`src/rtl/store_output_unit_pkg.sv`:
```
// Shared DMA write-path constants, FSM state encoding and control-word packing
// for the store output unit and its sibling input loader.
package store_output_unit_pkg;

   localparam int DMA_SIZE_W = 3;
   localparam int DMA_LEN_W  = 32;
   localparam int DMA_IDX_W  = 32;
   localparam int DMA_CTRL_W = DMA_SIZE_W + DMA_LEN_W + DMA_IDX_W;
   localparam int CONF_W     = 96;

   localparam logic [DMA_SIZE_W-1:0] DMA_SIZE_WORD = 3'b001;

   typedef enum logic [1:0] {
      ST_IDLE       = 2'd0,
      ST_SND_WR_REQ = 2'd1,
      ST_STREAM     = 2'd2,
      ST_DONE       = 2'd3
   } xfer_state_e;

   typedef struct packed {
      logic [DMA_SIZE_W-1:0] size;
      logic [DMA_LEN_W-1:0]  length;
      logic [DMA_IDX_W-1:0]  index;
   } dma_ctrl_t;

   function automatic logic [DMA_CTRL_W-1:0] pack_dma_ctrl(
      input logic [DMA_LEN_W-1:0] length,
      input logic [DMA_IDX_W-1:0] index
   );
      dma_ctrl_t ctrl;
      ctrl.size   = DMA_SIZE_WORD;
      ctrl.length = length;
      ctrl.index  = index;
      return ctrl;
   endfunction

endpackage

```
`src/rtl/store_output_unit_if.sv`:
```
// DMA write ctrl/chnl handshakes plus the output-BRAM read port, seen from the
// store unit (master) and from the DMA/memory side (slave).
interface store_output_unit_if #(
   parameter int DMA_DATA_WIDTH = 32,
   parameter int MEM_ADDR_W     = 6
);
   import store_output_unit_pkg::*;

   logic                      write_ctrl_valid;
   logic                      write_ctrl_ready;
   logic [DMA_CTRL_W-1:0]     write_ctrl_data;
   logic                      write_chnl_valid;
   logic                      write_chnl_ready;
   logic [DMA_DATA_WIDTH-1:0] write_chnl_data;
   logic                      mem_rd_en;
   logic [MEM_ADDR_W-1:0]     mem_addr;
   logic [DMA_DATA_WIDTH-1:0] mem_rd_data;

   modport master (
      output write_ctrl_valid, write_ctrl_data,
      output write_chnl_valid, write_chnl_data,
      output mem_rd_en, mem_addr,
      input  write_ctrl_ready, write_chnl_ready, mem_rd_data
   );

   modport slave (
      input  write_ctrl_valid, write_ctrl_data,
      input  write_chnl_valid, write_chnl_data,
      input  mem_rd_en, mem_addr,
      output write_ctrl_ready, write_chnl_ready, mem_rd_data
   );

endinterface

```
`src/rtl/store_output_unit_sync_fifo.sv`:
```
// Small synchronous FIFO decoupling BRAM read returns from DMA beat acceptance.
// No bypass: a pushed word becomes visible at the head one cycle later.
module store_output_unit_sync_fifo #(
   parameter  int DEPTH = 2,
   parameter  int WIDTH = 32,
   localparam int PTR_W = (DEPTH > 1) ? $clog2(DEPTH) : 1,
   localparam int CNT_W = $clog2(DEPTH + 1)
) (
   input  logic             clk,
   input  logic             rst,
   input  logic             push_i,
   input  logic             pop_i,
   input  logic [WIDTH-1:0] data_i,
   output logic [WIDTH-1:0] data_o,
   output logic             full_o,
   output logic             empty_o,
   output logic [CNT_W-1:0] count_o
);

   logic [WIDTH-1:0] mem_q [DEPTH];
   logic [PTR_W-1:0] wr_ptr_q, wr_ptr_d;
   logic [PTR_W-1:0] rd_ptr_q, rd_ptr_d;
   logic [CNT_W-1:0] count_q, count_d;
   logic             push_s;
   logic             pop_s;

   function automatic logic [PTR_W-1:0] next_ptr(input logic [PTR_W-1:0] ptr);
      if (ptr == PTR_W'(DEPTH - 1)) begin
         return '0;
      end else begin
         return ptr + PTR_W'(1'b1);
      end
   endfunction

   assign full_o  = (count_q == CNT_W'(DEPTH));
   assign empty_o = (count_q == '0);
   assign count_o = count_q;
   assign data_o  = mem_q[rd_ptr_q];
   assign push_s  = push_i && !full_o;
   assign pop_s   = pop_i && !empty_o;

   always_comb begin
      wr_ptr_d = push_s ? next_ptr(wr_ptr_q) : wr_ptr_q;
      rd_ptr_d = pop_s  ? next_ptr(rd_ptr_q) : rd_ptr_q;
      case ({push_s, pop_s})
         2'b10:   count_d = count_q + CNT_W'(1'b1);
         2'b01:   count_d = count_q - CNT_W'(1'b1);
         default: count_d = count_q;
      endcase
   end

   always_ff @(posedge clk) begin
      if (rst) begin
         wr_ptr_q <= '0;
         rd_ptr_q <= '0;
         count_q  <= '0;
      end else begin
         wr_ptr_q <= wr_ptr_d;
         rd_ptr_q <= rd_ptr_d;
         count_q  <= count_d;
      end
   end

   // Storage needs no reset: the pointers and count define which entries are live.
   always_ff @(posedge clk) begin
      if (push_s) begin
         mem_q[wr_ptr_q] <= data_i;
      end
   end

endmodule

```
`src/rtl/store_output_unit.sv`:
```
// Streams result words from the two interleaved output BRAMs to main memory:
// one DMA write request, then a prefetch-FIFO decoupled read/send stream.
module store_output_unit
   import store_output_unit_pkg::*;
#(
   parameter int ADDR_WIDTH     = 5,
   parameter int BRAM_INDEX     = 1,
   parameter int DMA_DATA_WIDTH = 32,
   parameter int FIFO_DEPTH     = 2
) (
   input  logic                clk,
   input  logic                rst,
   input  logic                start_store,
   output logic                storing,
   output logic                store_done,
   input  logic [CONF_W-1:0]   conf_regs,
   store_output_unit_if.master wr_if
);

   localparam int CNT_W = $clog2(FIFO_DEPTH + 1);
   localparam int OCC_W = CNT_W + 1;

   xfer_state_e               state_q, state_d;
   logic [DMA_LEN_W-1:0]      len_q, len_d;
   logic [DMA_IDX_W-1:0]      idx_q, idx_d;
   logic [DMA_LEN_W-1:0]      issued_q, issued_d;
   logic [DMA_LEN_W-1:0]      sent_q, sent_d;
   logic [BRAM_INDEX-1:0]     bram_idx_q, bram_idx_d;
   logic [ADDR_WIDTH-1:0]     rd_addr_q, rd_addr_d;
   logic                      inflight_q, inflight_d;

   logic                      issue_s;
   logic                      pop_s;
   logic                      chnl_valid_s;
   logic                      ctrl_valid_s;
   logic [OCC_W-1:0]          occupancy_s;
   logic [DMA_DATA_WIDTH-1:0] fifo_head_s;
   logic                      fifo_empty_s;
   logic                      fifo_full_unused_s;
   logic [CNT_W-1:0]          fifo_count_s;
   logic [31:0]               conf_unused_s;

   assign conf_unused_s = conf_regs[95:64];

   store_output_unit_sync_fifo #(
      .DEPTH (FIFO_DEPTH),
      .WIDTH (DMA_DATA_WIDTH)
   ) u_fifo (
      .clk     (clk),
      .rst     (rst),
      .push_i  (inflight_q),
      .pop_i   (pop_s),
      .data_i  (wr_if.mem_rd_data),
      .data_o  (fifo_head_s),
      .full_o  (fifo_full_unused_s),
      .empty_o (fifo_empty_s),
      .count_o (fifo_count_s)
   );

   // A read may issue only if its word is guaranteed a FIFO slot when it returns.
   assign occupancy_s  = {1'b0, fifo_count_s} + OCC_W'(inflight_q) - OCC_W'(pop_s);
   assign issue_s      = (state_q == ST_STREAM) && (issued_q < len_q) &&
                         (occupancy_s < OCC_W'(FIFO_DEPTH));
   assign chnl_valid_s = (state_q == ST_STREAM) && !fifo_empty_s;
   assign pop_s        = chnl_valid_s && wr_if.write_chnl_ready;
   assign ctrl_valid_s = (state_q == ST_SND_WR_REQ);

   assign storing                = (state_q == ST_SND_WR_REQ) || (state_q == ST_STREAM);
   assign store_done             = (state_q == ST_DONE);
   assign wr_if.write_ctrl_valid = ctrl_valid_s;
   assign wr_if.write_ctrl_data  = ctrl_valid_s ? pack_dma_ctrl(len_q, idx_q) : '0;
   assign wr_if.write_chnl_valid = chnl_valid_s;
   assign wr_if.write_chnl_data  = chnl_valid_s ? fifo_head_s : '0;
   assign wr_if.mem_rd_en        = issue_s;
   assign wr_if.mem_addr         = issue_s ? {bram_idx_q, rd_addr_q} : '0;

   // Next-state logic for the transfer FSM, counters and interleaved read address.
   always_comb begin
      state_d    = state_q;
      len_d      = len_q;
      idx_d      = idx_q;
      issued_d   = issued_q;
      sent_d     = sent_q;
      bram_idx_d = bram_idx_q;
      rd_addr_d  = rd_addr_q;
      inflight_d = issue_s;

      case (state_q)
         ST_IDLE: begin
            if (start_store) begin
               len_d      = conf_regs[31:0];
               idx_d      = conf_regs[63:32];
               issued_d   = '0;
               sent_d     = '0;
               bram_idx_d = '0;
               rd_addr_d  = '0;
               state_d    = (conf_regs[31:0] == 32'd0) ? ST_DONE : ST_SND_WR_REQ;
            end else begin
               state_d = ST_IDLE;
            end
         end

         ST_SND_WR_REQ: begin
            if (wr_if.write_ctrl_ready) begin
               state_d = ST_STREAM;
            end else begin
               state_d = ST_SND_WR_REQ;
            end
         end

         ST_STREAM: begin
            if (issue_s) begin
               issued_d   = issued_q + 32'd1;
               bram_idx_d = bram_idx_q + BRAM_INDEX'(1'b1);
               // Both BRAMs have been read at this address; move to the next row.
               if (bram_idx_q == {BRAM_INDEX{1'b1}}) begin
                  rd_addr_d = rd_addr_q + ADDR_WIDTH'(1'b1);
               end else begin
                  rd_addr_d = rd_addr_q;
               end
            end else begin
               issued_d = issued_q;
            end

            if (pop_s) begin
               sent_d = sent_q + 32'd1;
               if ((sent_q + 32'd1) == len_q) begin
                  state_d = ST_DONE;
               end else begin
                  state_d = ST_STREAM;
               end
            end else begin
               sent_d = sent_q;
            end
         end

         ST_DONE: begin
            state_d = ST_IDLE;
         end

         default: begin
            state_d = ST_IDLE;
         end
      endcase
   end

   // State and datapath registers; reset abandons any transfer without a done pulse.
   always_ff @(posedge clk) begin
      if (rst) begin
         state_q    <= ST_IDLE;
         len_q      <= '0;
         idx_q      <= '0;
         issued_q   <= '0;
         sent_q     <= '0;
         bram_idx_q <= '0;
         rd_addr_q  <= '0;
         inflight_q <= 1'b0;
      end else begin
         state_q    <= state_d;
         len_q      <= len_d;
         idx_q      <= idx_d;
         issued_q   <= issued_d;
         sent_q     <= sent_d;
         bram_idx_q <= bram_idx_d;
         rd_addr_q  <= rd_addr_d;
         inflight_q <= inflight_d;
      end
   end

endmodule

```
`src/flat_wrapper.sv`:
```
// flat-port wrapper written by rule: the top's interface ports become plain ports
module store_output_unit_flat import store_output_unit_pkg::*;
#(
   parameter int ADDR_WIDTH     = 5,
   parameter int BRAM_INDEX     = 1,
   parameter int DMA_DATA_WIDTH = 32,
   parameter int FIFO_DEPTH     = 2
)
  (clk, rst, start_store, storing, store_done, conf_regs, wr_if_write_ctrl_valid, wr_if_write_ctrl_data, wr_if_write_chnl_valid, wr_if_write_chnl_data, wr_if_mem_rd_en, wr_if_mem_addr, wr_if_write_ctrl_ready, wr_if_write_chnl_ready, wr_if_mem_rd_data);
  store_output_unit_if #(.DMA_DATA_WIDTH(DMA_DATA_WIDTH), .MEM_ADDR_W((5) + (1))) wr_if_i ();
  input  logic clk;
  input  logic rst;
  input  logic start_store;
  output logic storing;
  output logic store_done;
  input  logic [CONF_W-1:0] conf_regs;
  output wire logic [$bits(wr_if_i.write_ctrl_valid)-1:0] wr_if_write_ctrl_valid;
  output wire logic [$bits(wr_if_i.write_ctrl_data)-1:0] wr_if_write_ctrl_data;
  output wire logic [$bits(wr_if_i.write_chnl_valid)-1:0] wr_if_write_chnl_valid;
  output wire logic [$bits(wr_if_i.write_chnl_data)-1:0] wr_if_write_chnl_data;
  output wire logic [$bits(wr_if_i.mem_rd_en)-1:0] wr_if_mem_rd_en;
  output wire logic [$bits(wr_if_i.mem_addr)-1:0] wr_if_mem_addr;
  input wire logic [$bits(wr_if_i.write_ctrl_ready)-1:0] wr_if_write_ctrl_ready;
  input wire logic [$bits(wr_if_i.write_chnl_ready)-1:0] wr_if_write_chnl_ready;
  input wire logic [$bits(wr_if_i.mem_rd_data)-1:0] wr_if_mem_rd_data;
  assign wr_if_write_ctrl_valid = wr_if_i.write_ctrl_valid;
  assign wr_if_write_ctrl_data = wr_if_i.write_ctrl_data;
  assign wr_if_write_chnl_valid = wr_if_i.write_chnl_valid;
  assign wr_if_write_chnl_data = wr_if_i.write_chnl_data;
  assign wr_if_mem_rd_en = wr_if_i.mem_rd_en;
  assign wr_if_mem_addr = wr_if_i.mem_addr;
  assign wr_if_i.write_ctrl_ready = wr_if_write_ctrl_ready;
  assign wr_if_i.write_chnl_ready = wr_if_write_chnl_ready;
  assign wr_if_i.mem_rd_data = wr_if_mem_rd_data;
  store_output_unit #(.ADDR_WIDTH(ADDR_WIDTH), .BRAM_INDEX(BRAM_INDEX), .DMA_DATA_WIDTH(DMA_DATA_WIDTH), .FIFO_DEPTH(FIFO_DEPTH)) u_core (.clk(clk), .rst(rst), .start_store(start_store), .storing(storing), .store_done(store_done), .conf_regs(conf_regs), .wr_if(wr_if_i));
endmodule
```
`config.mk`:
```
export PLATFORM = sky130hd
export DESIGN_NAME = store_output_unit_flat
export DESIGN_NICKNAME = d
export VERILOG_FILES = /design/src/rtl/store_output_unit_pkg.sv /design/src/rtl/store_output_unit_if.sv /design/src/rtl/store_output_unit_sync_fifo.sv /design/src/rtl/store_output_unit.sv /design/src/flat_wrapper.sv
export SDC_FILE = /design/constraint.sdc
export NUM_CORES = 1
export LEC_CHECK = 0
export ABC_AREA = 1
export BUFFER_PORTS_ARGS = -buffer_cell sky130_fd_sc_hd__buf_4
export CORE_MARGIN = 3
export CORE_UTILIZATION = 50
export DETAILED_ROUTE_END_ITERATION = 8
export GPL_TIMING_DRIVEN = 0
export PLACE_DENSITY = 0.79
export SETUP_SLACK_MARGIN = 0.05
export SYNTH_ARGS = -nofsm -noshare
export SYNTH_HDL_FRONTEND = slang
export SYNTH_SLANG_ARGS = --single-unit
```
`constraint.sdc`:
```
create_clock -name clk -period 3.5 [get_ports clk]
set_clock_uncertainty 0.15 [all_clocks]
set_input_delay 0.525 -clock clk [delete_from_list [all_inputs] [get_ports clk]]
set_output_delay 0.525 -clock clk [all_outputs]
set_load 0.02 [all_outputs]
```
Yosys cells after proc, flatten, opt, wreduce, memory -nomap -nowiden
Memories as Yosys holds them, arrays and structs flattened. A register that Yosys moved wholly into a read port is not among the register bits.
Index checks and enable logic that the tools add are counted.
{"block": "word_totals", "latchBits": 0, "mem_count": 1, "out_inout_bits": 110, "mem_bits_ro": 0, "ram_bits": 64, "word_cells": 81, "input_bits": 133, "register_bits": 141}
{"memory": "u_core.u_fifo.mem_q", "words": 2, "word_bits": 32, "read_ports": 1, "rd_clocked_by_memory_dff": 1, "wr": 1, "line": "store_output_unit_sync_fifo.sv:20", "text": "logic [WIDTH-1:0] mem_q [DEPTH];"}
{"block": "op_classes", "n_mux": 28, "n_mul": 0, "n_shift": 0, "n_div": 0, "reduce_logical": 18, "n_eq_ne": 11, "addsub": 10, "order_cmp": 2, "bitwise_logic": 0}
{"operator": "$mux W32", "n": 4}
{"operator": "$pmux W32 S2", "n": 2}
{"operator": "$mux W65", "n": 1}
{"operator": "$add A32 B1 Y32 const B", "n": 2}
{"operator": "$eq A32 B32 Y1", "n": 1}
{"operator": "$logic_not A32 Y1", "n": 1}
{"operator": "$lt A32 B32 Y1", "n": 1}
{"operator": "$mux W5", "n": 3}
{"operator": "$pmux W5 S2", "n": 1}
{"operator": "$mux W1", "n": 9}
{"operator": "$eq A2 B2 Y1 const B", "n": 4}
{"operator": "$mux W2", "n": 4}
{"operator": "$pmux W2 S4", "n": 1}
{"operator": "$logic_and A1 B1 Y1", "n": 6}
{"operator": "$mux W6", "n": 1}
{"operator": "$ne A2 B1 Y1 const B", "n": 3}
{"operator": "$reduce_and A3 Y1", "n": 2}
{"operator": "$add A5 B1 Y5 const B", "n": 1}
{"operator": "$eq A2 B1 Y1 const B", "n": 2}
{"operator": "$logic_not A2 Y1", "n": 2}
{"operator": "$pmux W2 S2", "n": 1}
{"operator": "$reduce_and A4 Y1", "n": 1}
{"operator": "$reduce_bool A2 Y1", "n": 2}
{"operator": "$add A1 B1 Y1 const B", "n": 3}
{"operator": "other kinds (10)", "n": 11}

Longest topological paths before layout
{"block": "logic_depth", "word_depth": 9, "depth_mapped": 17}

Hierarchy
Synthesis repeated with hierarchy kept, for this count alone.
{"block": "unflattened", "hier_cells": 1651, "hier_area_um2": 11851.4}
{"mod": "store_output_unit", "area_each_um2": 9115.0, "seq_area_each_um2": 2742.6, "cells_each": 1511, "n_inst": 1}
{"mod": "store_output_unit_sync_fifo", "area_each_um2": 2736.4, "seq_area_each_um2": 2021.9, "cells_each": 140, "n_inst": 1}

Worst setup path before layout
No wires, ideal clock.
{"block": "synth_timing", "path_type": "reg2out", "startpoint": "register u_core.state_q[0]", "endpoint": "output port wr_if_mem_addr[0]", "t_arrival_ps": 3465, "setup_slack_ps": -640, "required_time_ps": 2825, "stages_incl_launch_ff": 14, "path_cell_list": "dfxtp_1 inv_1 ha_1 inv_2 a21oi_2 nand2_1 inv_1 ha_1 nor2_1 fa_1 or3b_2 nor3_1 inv_1 nor2_1"}
{"block": "synth_via", "elab_chain_len": 7}
{"element": "start: declaration", "line": "store_output_unit.sv:23", "text": "xfer_state_e state_q, state_d;"}
{"element": "start signal: assignment", "line": "store_output_unit.sv:159", "text": "state_q <= state_d;"}
{"element": "$eq A2 B2 Y1 *", "line": "store_output_unit.sv:62, store_output_unit.sv:64"}
{"element": "$logic_and A1 B1 Y1", "line": "store_output_unit.sv:64", "text": "assign chnl_valid_s = (state_q == ST_STREAM) && !fifo_empty_s;"}
{"element": "$logic_and A1 B1 Y1", "line": "store_output_unit.sv:65", "text": "assign pop_s = chnl_valid_s && wr_if.write_chnl_ready;"}
{"element": "$sub A3 B1 Y3", "line": "store_output_unit.sv:61", "text": "assign occupancy_s = {1'b0, fifo_count_s} + OCC_W'(inflight_q) - OCC_W'(pop_s);"}
{"element": "$lt A3 B2 Y1", "line": "store_output_unit.sv:63", "text": "(occupancy_s < OCC_W'(FIFO_DEPTH));"}
{"element": "$logic_and A1 B1 Y1 *", "line": "store_output_unit.sv:62", "text": "assign issue_s = (state_q == ST_STREAM) && (issued_q < len_q) &&"}
{"element": "named net wr_if_mem_rd_en", "line": "flat_wrapper.sv:21", "text": "output wire logic [$bits(wr_if_i.mem_rd_en)-1:0] wr_if_mem_rd_en;"}
{"element": "$mux W6 *", "line": "store_output_unit.sv:75", "text": "assign wr_if.mem_addr = issue_s ? {bram_idx_q, rd_addr_q} : '0;"}
{"element": "end: declaration", "line": "flat_wrapper.sv:22", "text": "output wire logic [$bits(wr_if_i.mem_addr)-1:0] wr_if_mem_addr;"}
Mark *: on every way through the listed nets, which the timed path passes. The rest lies on a longest branch.

Final worst setup path
{"block": "layout_timing", "startpoint": "register u_core.state_q[0]", "endpoint": "output port wr_if_mem_addr[1]"}
{"block": "layout_via", "elab_chain_len": 7}
{"element": "$eq A2 B2 Y1 *", "line": "store_output_unit.sv:62, store_output_unit.sv:64"}
{"element": "$logic_and A1 B1 Y1", "line": "store_output_unit.sv:64"}
{"element": "$logic_and A1 B1 Y1", "line": "store_output_unit.sv:65"}
{"element": "$sub A3 B1 Y3", "line": "store_output_unit.sv:61"}
{"element": "$lt A3 B2 Y1", "line": "store_output_unit.sv:63"}
{"element": "$logic_and A1 B1 Y1 *", "line": "store_output_unit.sv:62"}
{"element": "$mux W6 *", "line": "store_output_unit.sv:75"}
Mark *: on every way between the ends. The rest lies on a longest branch, timed or not.

==> flow_summary_export.csv <==
group,metric,value,unit
global_routing,use_met2,45.0,%
clock_network,cts_buffer_depth,3,
global_routing,use_met3,5.76,%
power,p_leak,6.47,nW
clock_network,clock-sinks,206,
placed_design,hpwlAfterDp,27700,um
synthesis,avgSynthCellArea,7.09,sq um
status,violations,"negative setup slack",
sta,hold_viol,0,
global_routing,grt_max_degree,33,
clock_network,htree_levels,1,
synthesis,seq_area_frac_synth,40.9,%
final_layout,drive_above_1_share,17.8,%
global_routing,grt_usage,27.7,%
critical_path,cp_data_required_time,2.82,ns
synthesis,yosys.cell_types.count,38,
clock_network,clk_latency,0.52,ns
sta,finalSetupViolCount,7,
final_layout,final_net_count,2062,
synthesis,ys_warn_count,0,
final_layout,layout_common_cells,"nand2_1, buf_4, inv_1",
final_layout,final_cells,2215,
placed_design,dp.cells,2165,
worst_hold_path,hp-class,"input port to register",
floorplan,pin_count,243,
placed_design,place_congestion,0.999,
placed_design,portBuffers,207,
route,route.vias.total,11600,
route,routedWlPerCell,16.3,um
global_routing,grt_pass1_wl,55500,um
clock_network,clkTransAtPathRegs,0.06,ns
power,ir_drop,0.289,mV
clock_network,cts_made_buffers,22,
floorplan,fp.dieW,159,um
critical_path,critPathKind,"register to primary output",
route,avgViaCountPerCell,5.22,
critical_path,worstRegToRegCells,16,
sta,slew_viol_final,0,
global_routing,antenna_found_initial,0,
status,status,"complete, but fails checks",
critical_path,endpoint_kind,"primary output",
floorplan,die_h,159,um
global_routing,grt_pass1_vias,10800,
route,routed_wl,36000,um
critical_path,path_max_fanout,7,
critical_path,cp.arrival,3.21,ns
clock_network,cts_root_buf,"clkbuf_16",
clock_network,cts_tree,"yes",
sta,min_period,3.88,ns
floorplan,core_area,22800,sq um
power,power.total,5.64,mW
floorplan,rows,55,
route,ant_nets,0,
global_routing,grt.met1_usage,37.0,%
sta,rsz0062_at_grt,"yes",
final_layout,syn_to_final_growth,25.4,%
critical_path,cp-start-kind,"register",
worst_hold_path,hold_depth,1,
power,p_per_area,387,nW/um^2
synthesis,synth_cells,1643,
sta,tightestPinTransition,0.945,ns
route,drc,0,
synthesis,ys_ff_latch,206,
sta,period_share,111,%
global_routing,overflow,0,
global_routing,grt_busiest_layer,"met2",
sta,max_freq,258,MHz
final_layout,layout_commonest_cell,"nand2_1",
run,max-cap-violations,0,
synthesis,syn_area,11600,sq um
final_layout,antennaDiodeCount,0,
route,drtPass1Iterations,5,
sta,fin_ws,-0.383,ns
sta,slew_headroom,36.8,%
floorplan,dieArea,25200,sq um
route,drtIter0Drc,921,
floorplan,initial_core_util,51.1,%
## synthesized netlist by cell type (all sizes together)
cell type,count,area (sq um)
a21o,1,7.51
a21oi,126,638
a31oi,1,6.26
buf,16,82.6
clkbuf,49,184
clkinv,1,3.75
conb,1,3.75
dfxtp,142,2840
edfxtp,64,1920
fa,1,20.0
ha,41,513
inv,222,833
mux2,32,360
nand2,445,1680
nand3,117,586
nand3b,4,33.8
nand4,22,138
nor2,202,808
nor3,19,95.1
nor3b,2,15.0
nor4,14,87.6
o211ai,2,15.0
o21a,2,15.0
o21ai,78,390
o21bai,1,18.8
or3b,1,8.76
xnor2,12,105
xnor3,1,22.5
xor2,24,210
## per-stage QoR
| step | hold slack (ns) | setup TNS, ns | area, sq um | utilization (%) | worst slack, ns |
|---|---|---|---|---|---|
| floorplan | 0.305 | 0 | 11700 | - | 0.0642 |
| global placement | 0.311 | -1.87 | 13700 | 60.1 | -0.194 |
| detailed placement | 0.324 | -4.46 | 13700 | 60.2 | -0.275 |
| CTS | 0.0372 | -2.51 | 14600 | 64.0 | -0.381 |
| global route | 0.0283 | -3.26 | 14600 | 64.1 | -0.498 |
| finish | 0.0445 | -2.48 | 14600 | 64.1 | -0.383 |
## power by group
| part | total [mW] | internal, mW | switching (mW) |
|---|---|---|---|
| combinational | 0.658 | 0.242 | 0.416 |
| clock | 2.40 | 1.41 | 0.986 |
| sequential | 2.59 | 2.53 | 0.0511 |
| total | 5.64 | 4.19 | 1.45 |
## worst max-delay path, stage by stage, from the launching register on
cell and delay, ns:
dfxtp_2 0.33, inv_2 0.07, ha_4 0.17, inv_8 0.04, a21oi_4 0.14, nand2_2 0.10
inv_2 0.08, ha_4 0.20, nor2_4 0.10, fa_1 0.42, or3b_4 0.43, nor3_4 0.23
inv_4 0.13, nor2_4 0.12, buf_6 0.12
## sequential cells by signal (all words and copies together), names as in the netlist, named ones only
name	flops
u_core.u_fifo.wr_ptr_q	1
u_core.u_fifo.count_o	2
u_core.u_fifo.mem_q	64
u_core.bram_idx_q	1
u_core.sent_q	32
u_core.issued_q	32
u_core.rd_addr_q	5
u_core.state_q	2
u_core.idx_q	32
u_core.u_fifo.rd_ptr_q	1
u_core.len_q	32
u_core.inflight_q	1
## cell type report
| cell class | count | area, sq um |
|---|---|---|
| Inverter | 223 | 847 |
| Timing Repair Buffer | 219 | 1680 |
| Clock inverter | 14 | 149 |
| Clock buffer | 25 | 583 |
| Fill cell | 2011 | 8170 |
| Multi-Input combinational cell | 1150 | 5910 |
| Tap cell | 313 | 392 |
| Buffer | 65 | 275 |
| Sequential cell | 206 | 4770 |
## layer usage
layer / vias up / part of all wire [%] / wire length [um]
met2: 526 / 45 / 16100
met5: - / 0 / 0
li1: 5757 / - / -
met4: 0 / 2.9 / 1040
met3: 64 / 10 / 3600
met1: 5221 / 42 / 15300
## cell families (layout without fill, tap and decap cells)
kind of cell	count (synthesis)	count (layout)	synth area share [%]
flip-flops	206	206	40.9
AO/OA/AOI/OAI	211	211	9.37
adder cells (fa/ha/maj)	42	42	4.58
multiplexers	32	32	3.09
XOR/XNOR	37	37	2.90
buffers and inverters	288	546	9.48
AND/OR/NAND/NOR	826	826	29.6
other	1	2	0.0322
## worst paths after layout
kind                                                to  slack, ns                            from
hold reg to reg           u_core.idx_q[9]$_SDFFE_PP0P_       0.33    u_core.idx_q[9]$_SDFFE_PP0P_
hold / removal    u_core.u_fifo.mem_q[1][29]$_DFFE_PP_       0.04           wr_if_mem_rd_data[29]
setup reg to reg       u_core.issued_q[2]$_SDFFE_PP0P_       0.16  u_core.state_q[0]$_SDFFE_PP0P_
setup / recovery                     wr_if_mem_addr[1]      -0.38  u_core.state_q[0]$_SDFFE_PP0P_
## what timing repair did
action / 4_1_cts / 5_1_grt
hold buffers: 0 / 0
pin swaps: 8 / 0
setup buffers: 10 / 2
setup endpoints to repair: 55 / 45
resized for setup: 17 / 8
Note: power is estimated with default switching activity, not from simulation.
